==> config.mk <==
export PLATFORM = sky130hd
export DESIGN_NAME = sriov_vf_enable_seq
export DESIGN_NICKNAME = d
export VERILOG_FILES = /design/src/rtl/sriov_pkg.sv /design/src/rtl/sriov_vf_walker.sv /design/src/rtl/sriov_vf_enable_seq.sv
export SDC_FILE = /design/constraint.sdc
export NUM_CORES = 1
export LEC_CHECK = 0
export CORE_ASPECT_RATIO = 1.25
export CORE_MARGIN = 2
export CORE_UTILIZATION = 60
export DETAILED_ROUTE_END_ITERATION = 8
export GPL_ROUTABILITY_DRIVEN = 0
export PLACE_DENSITY = 0.89
export SLEW_MARGIN = 20
export SYNTH_ARGS = -nofsm -noshare
export SYNTH_HDL_FRONTEND = slang
export SYNTH_SLANG_ARGS = --single-unit
==> constraint.sdc <==
create_clock -name clk -period 7.2 [get_ports clk]
set_input_delay 1.8 -clock clk [delete_from_list [all_inputs] [get_ports clk]]
set_output_delay 1.8 -clock clk [all_outputs]
set_load 0.02 [all_outputs]
==> src/rtl/sriov_pkg.sv <==
// Shared types and helpers for the SR-IOV VF enable/disable sequencer.
package sriov_pkg;

   localparam int NUMVFS_W = 16;

   typedef enum logic [2:0] {
      IDLE     = 3'd0,
      INIT     = 3'd1,
      SETTLE   = 3'd2,
      ACTIVE   = 3'd3,
      DRAIN    = 3'd4,
      TEARDOWN = 3'd5
   } seq_state_e;

   // NumVFs beyond what the PF can back is silently capped.
   function automatic logic [NUMVFS_W-1:0] clamp_numvfs(input logic [NUMVFS_W-1:0] n,
                                                        input int max_vfs);
      logic [NUMVFS_W-1:0] m;
      m = NUMVFS_W'(max_vfs);
      return (n > m) ? m : n;
   endfunction

endpackage

==> src/rtl/sriov_vf_walker.sv <==
// Walks VF indices 0..count-1 over a valid/ready handshake; stop ends the walk
// at the next accepted index and accepted reports how many indices got through.
module sriov_vf_walker #(
   parameter int MAX_VFS  = 64,
   parameter int VF_IDX_W = $clog2(MAX_VFS)
) (
   input  logic                clk,
   input  logic                rst,
   input  logic                start,
   input  logic [VF_IDX_W:0]   count,
   input  logic                stop,
   output logic                valid,
   output logic [VF_IDX_W-1:0] idx,
   input  logic                ready,
   output logic                done,
   output logic [VF_IDX_W:0]   accepted
);

   localparam logic [VF_IDX_W:0]   CNT_ONE = 1;
   localparam logic [VF_IDX_W-1:0] IDX_ONE = 1;

   logic [VF_IDX_W:0] count_q;
   logic              last_idx;

   assign last_idx = ({1'b0, idx} == (count_q - CNT_ONE));
   assign done     = valid && ready && (last_idx || stop);

   always_ff @(posedge clk) begin
      if (rst) begin
         valid    <= 1'b0;
         idx      <= '0;
         count_q  <= '0;
         accepted <= '0;
      end else if (start) begin
         count_q  <= count;
         idx      <= '0;
         accepted <= '0;
         valid    <= (count != '0);
      end else if (valid && ready) begin
         accepted <= {1'b0, idx} + CNT_ONE;
         if (last_idx || stop) begin
            valid <= 1'b0;
         end else begin
            idx <= idx + IDX_ONE;
         end
      end
   end

endmodule

==> src/rtl/sriov_vf_enable_seq.sv <==
// SR-IOV VF bring-up/teardown sequencer driven by the VF Enable level:
// init walk, CRS settle window, active, non-posted drain, reset walk.
module sriov_vf_enable_seq
   import sriov_pkg::*;
#(
   parameter int MAX_VFS       = 64,
   parameter int SETTLE_CYCLES = 1024,
   parameter int DRAIN_TIMEOUT = 4096,
   parameter int CNT_W         = 16,
   parameter int VF_IDX_W      = $clog2(MAX_VFS)
) (
   input  logic                clk,
   input  logic                rst,
   input  logic                vf_enable,
   input  logic [15:0]         num_vfs,
   input  logic                has_outstanding_nonposted_requests,
   output logic                vf_init_valid,
   output logic [VF_IDX_W-1:0] vf_init_idx,
   input  logic                vf_init_ready,
   output logic                vf_reset_valid,
   output logic [VF_IDX_W-1:0] vf_reset_idx,
   input  logic                vf_reset_ready,
   output logic                vf_cfg_retry,
   output logic                vf_active,
   output logic                busy,
   output logic                drain_timeout_err,
   output logic [2:0]          seq_state
);

   localparam logic [CNT_W-1:0] CNT_ONE     = 1;
   localparam logic [CNT_W-1:0] SETTLE_LAST = CNT_W'(SETTLE_CYCLES - 1);
   localparam logic [CNT_W-1:0] DRAIN_LAST  = CNT_W'(DRAIN_TIMEOUT - 1);

   seq_state_e          state;
   logic [CNT_W-1:0]    cnt;
   logic                init_start;
   logic                init_done;
   logic [VF_IDX_W:0]   init_acc;
   logic                reset_start;
   logic                reset_done;
   logic [VF_IDX_W:0]   reset_acc;
   logic                drain_exit;

   assign init_start  = (state == IDLE) && vf_enable;
   assign drain_exit  = !has_outstanding_nonposted_requests || (cnt == DRAIN_LAST);
   assign reset_start = (state == DRAIN) && drain_exit;

   // The init walk's accepted count defines how many VFs need a reset.
   sriov_vf_walker #(.MAX_VFS(MAX_VFS), .VF_IDX_W(VF_IDX_W)) u_init_walker (
      .clk      (clk),
      .rst      (rst),
      .start    (init_start),
      .count    ((VF_IDX_W+1)'(clamp_numvfs(num_vfs, MAX_VFS))),
      .stop     (!vf_enable),
      .valid    (vf_init_valid),
      .idx      (vf_init_idx),
      .ready    (vf_init_ready),
      .done     (init_done),
      .accepted (init_acc)
   );

   sriov_vf_walker #(.MAX_VFS(MAX_VFS), .VF_IDX_W(VF_IDX_W)) u_reset_walker (
      .clk      (clk),
      .rst      (rst),
      .start    (reset_start),
      .count    (init_acc),
      .stop     (1'b0),
      .valid    (vf_reset_valid),
      .idx      (vf_reset_idx),
      .ready    (vf_reset_ready),
      .done     (reset_done),
      .accepted (reset_acc)
   );

   always_ff @(posedge clk) begin
      if (rst) begin
         state             <= IDLE;
         cnt               <= '0;
         drain_timeout_err <= 1'b0;
      end else begin
         case (state)
            IDLE: begin
               if (vf_enable) begin
                  drain_timeout_err <= 1'b0;
                  cnt               <= '0;
                  state             <= (num_vfs != '0) ? INIT : SETTLE;
               end
            end
            INIT: begin
               if (init_done) begin
                  cnt   <= '0;
                  state <= vf_enable ? SETTLE : DRAIN;
               end
            end
            SETTLE: begin
               if (!vf_enable) begin
                  cnt   <= '0;
                  state <= DRAIN;
               end else if (cnt == SETTLE_LAST) begin
                  state <= ACTIVE;
               end else begin
                  cnt <= cnt + CNT_ONE;
               end
            end
            ACTIVE: begin
               if (!vf_enable) begin
                  cnt   <= '0;
                  state <= DRAIN;
               end
            end
            DRAIN: begin
               // A drain that clears on the final cycle counts as clean.
               if (!has_outstanding_nonposted_requests) begin
                  state <= TEARDOWN;
               end else if (cnt == DRAIN_LAST) begin
                  drain_timeout_err <= 1'b1;
                  state             <= TEARDOWN;
               end else begin
                  cnt <= cnt + CNT_ONE;
               end
            end
            TEARDOWN: begin
               if (reset_done || (reset_acc == init_acc)) begin
                  state <= IDLE;
               end
            end
            default: state <= IDLE;
         endcase
      end
   end

   assign seq_state    = state;
   assign vf_cfg_retry = (state == INIT) || (state == SETTLE);
   assign vf_active    = (state == ACTIVE);
   assign busy         = (state == INIT) || (state == SETTLE) ||
                         (state == DRAIN) || (state == TEARDOWN);

endmodule
==> results.txt <==
The area of the mapped netlist came out at approximately 3400 um2. The setup clock skew after layout is approximately 0.0083 ns. The time the worst path needs with I/O delays and setup came out at 3.93 ns. The type of the worst setup path is input pin to flip-flop. The worst voltage drop across the vdd grid came out at roughly 190 uV. Of all flip-flops after synthesis, the portion carrying an async set or reset was 0%.

The clock-pin transition on the worst setup and hold timing paths came out at approximately 0.080 ns. Global routing consumed, over all layers together, 27.3% of the routing resources. between 40 and 50 I/O pins were placed. The number of buffers and inverters on the critical path is 1. Data arrives at the worst endpoint at 4.16 ns. Broken down by cell family, the worst path's largest delay share belongs to simple AND/OR/NAND/NOR gates. After floorplanning, the core was divided into 30 placement rows. The distinct cell type count of the synthesized netlist came out at 52. The clock insertion delay at the later pin of the skew report is 0.35 ns. The wire length reported by the detailed router is 8220 um.

STA classifies the critical path startpoint as an input pin. The remaining design rule violation count is 0. The post-detailed-placement half-perimeter wirelength is 5720 um. After detailed routing, the average wire length per cell comes to 16.1 um.

The post-cts gate resize count came out at 0. The count of synthesis-stage warnings from yosys is 0. The busiest layer in global routing is met2. The met1 usage in global routing is 32.1%. The global-route track usage on met2 is 48.3%. The maximum level of the CTS H-tree came out at 3. The commonest register cell after synthesis is sky130_fd_sc_hd__dfxtp_1.

The largest fanout on the critical path is 17. The proportion of layout cells with a drive suffix above 1 came out at under 10%. The number of flip-flops and latches in the synthesized netlist is 62. The die is 87.9 um tall. The total vias in the final route came out at between 3,000 and 4,000. The per-cell via count in the routed design came out at 6.25.

Clock tree synthesis selected as its root buffer the cell sky130_fd_sc_hd__clkbuf_8. The number of nets with antenna violations after detailed routing came out at 0. The power density over the cells is 258 nW/um2. The count of buffers from port buffering is 42. The violation count after the first detailed-routing iteration is about 290. The die outline area is ~6300 um2.

The count of flip-flops with a built-in enable after synthesis came out at 0. Synthesis produced a netlist whose cell count is 407. The path with the worst hold slack has its endpoint at cnt[15].

Entering global routing, the biggest net connects 35 pins. The max capacitance violation total is 0. The fraction of the cycle the final worst path needs came out at a little over half. The final-report max-slew violation count came out at 0. In this run the most critical hold path is launched from cnt[15]. The tightest min-delay check is of the flip-flop to flip-flop type. In this run the static leakage power is 1.34 nW. The number of clock sinks came out at 62.

The number of antenna diodes in the final layout is 0. For this configuration, the core starts out at a cell density of 62.1%. The type of destination of the critical path is a flip-flop.

Setup repair after global routing left no endpoint under its margin. The maximum clock path buffer count came out at 2. The total of endpoints with negative setup slack in the final report is 0. The final layout net count came out at 470. The worst hold slack is 0.487 ns. The floorplan step set the die width to 71.1 um.

The number of cells traversed by the worst register-to-register path came out at 8. The flow ran to the end, and the final reports show no timing, DRC or antenna violations. The library cell used most frequently in the layout, excluding fill and tap cells, is sky130_fd_sc_hd__dfxtp_1. The peak clock frequency supported by timing came out at 255 MHz. The initial antenna violation count was 0. The beginning of the critical path is vf_init_ready.

The number of buffers inserted by hold repair at cts is 0. After floorplanning, the core was sized to cover 5440 um2. The critical path goes through clkdlybuf4s50_1 -> and2_1 -> and3_1 -> nand4_2 -> a211oi_4 -> mux2_2 -> nor2_1.

The worst-case headroom to the max-slew limit came out at 49.4%. Counting instances, the worst hold path has a depth of 1. The clock buffer count from CTS came out at 9. The worst flop-to-flop path startpoint is cnt[0]. In this design, the stage delay of the slowest critical-path cell is approximately 0.67 ns. The average cell area after synthesis came out at 8.30 um2.

The area growth from synthesis to layout came out at 19.6%. The via count of the first global-routing pass came out at 3,052. Before antenna repair, the detailed router went through 5 iterations.

The critical path required time came out at 7.43 ns. In this run the critical register-to-register path is captured at seq_state[1]. The net count after synthesis is 434. The worst register-to-register path has a setup slack of 4.32 ns.

The TritonCTS clock tree is done. The global-route wire length before repair is 13,800 um. The post-CTS repair timing setup buffer count is 0. The global-route congestion overflow total came out at 0. The transition time at the pin with the least slew margin is 0.754 ns. The sequential cell area fraction in the yosys report came out at 36.7%. The final count of hold timing violations came out at 0.

The total negative slack for setup checks is 0 ns. For this design, the slowest cell found on the critical path is sky130_fd_sc_hd__a211oi_4. The met3 global-route usage is approximately 5.9%.

In the layout the commonest cells are sky130_fd_sc_hd__dfxtp_1, sky130_fd_sc_hd__nor2_1, sky130_fd_sc_hd__clkdlybuf4s50_1, sky130_fd_sc_hd__nand2_1, sky130_fd_sc_hd__xnor2_1.
==> registers in the layout, summed over array words and instances (netlist names) <==
name / cells
cnt: 16
u_init_walker.accepted: 7
u_init_walker.count_q: 7
u_reset_walker.accepted: 7
u_reset_walker.count_q: 7
u_init_walker.idx: 6
u_reset_walker.idx: 6
seq_state: 3
drain_timeout_err: 1
u_init_walker.valid: 1
u_reset_walker.valid: 1
==> metrics by stage <==
stage | instance area (um2) | std cells | setup slack, ns | utilization (%) | total power, mW
floorplan | 3380 | 407 | 3.60 | - | 0.602
global placement | 3810 | 496 | 3.01 | 70.0 | 0.682
detailed placement | 3810 | 496 | 2.94 | 70.0 | 0.690
CTS | 4040 | 512 | 3.31 | 74.2 | 1.04
global route | 4040 | 512 | 3.12 | 74.2 | 1.08
finish | 4040 | 512 | 3.27 | 74.2 | 1.04
==> cells by family after synthesis <==
group / count (synthesis) / share of synthesized area [%]
AND/OR/NAND/NOR: 172 / 25.3
AO/OA/AOI/OAI: 95 / 20.6
flip-flops: 62 / 36.7
XOR/XNOR: 42 / 10.9
buffers and inverters: 27 / 3.48
adder cells (fa/ha/maj): 5 / 1.85
multiplexers: 4 / 1.22
==> cells in the mapped netlist, drive strengths merged (8+ instances only) <==
cell type | instances | area share, %
nand4 | 8 | 1.7
nand3 | 21 | 3.3
dfxtp | 62 | 37
and3 | 11 | 2.0
xnor2 | 27 | 7.0
o21ai | 15 | 2.2
nand2b | 14 | 2.6
nor2 | 44 | 5.1
a311oi | 11 | 2.9
clkbuf | 13 | 1.5
nor3 | 14 | 2.1
a211oi | 11 | 2.8
a21oi | 27 | 4.2
xor2 | 15 | 3.9
nand2 | 40 | 4.4
==> cell type report <==
cell class / count / area (um2)
fill: 392 / 1400
clock inverter: 7 / 106
multi-input combinational: 318 / 2020
tap: 64 / 80.1
timing repair buffer: 45 / 443
clock buffer: 9 / 124
sequential: 62 / 1240
inverter: 7 / 26.3
==> power by group <==
part / internal [mW] / switching (mW) / total [mW]
logic: 0.118 / 0.170 / 0.288
registers: 0.361 / 0.0381 / 0.399
clock network: 0.200 / 0.155 / 0.355
total: 0.679 / 0.363 / 1.04
==> metal layers <==
metal	share of wire, %	vias up	wire length, um
li1	-	1538	-
met1	42	1534	3490
met2	51	106	4180
met3	4.7	20	388
met4	2.1	0	169
met5	0	-	0
==> worst max path at each step <==
| stage | slack, ns | cells past startpoint | end |
|---|---|---|---|
| after global placement | 3.01 | 7 | cnt[0] |
| after CTS | 3.31 | 7 | cnt[0] |
| after detailed placement | 2.94 | 7 | cnt[0] |
| final | 3.27 | 7 | cnt[0] |
| after floorplan | 3.60 | 7 | cnt[11] |
| after global routing | 3.12 | 7 | cnt[0] |
Power figures use the tool's default switching activity.
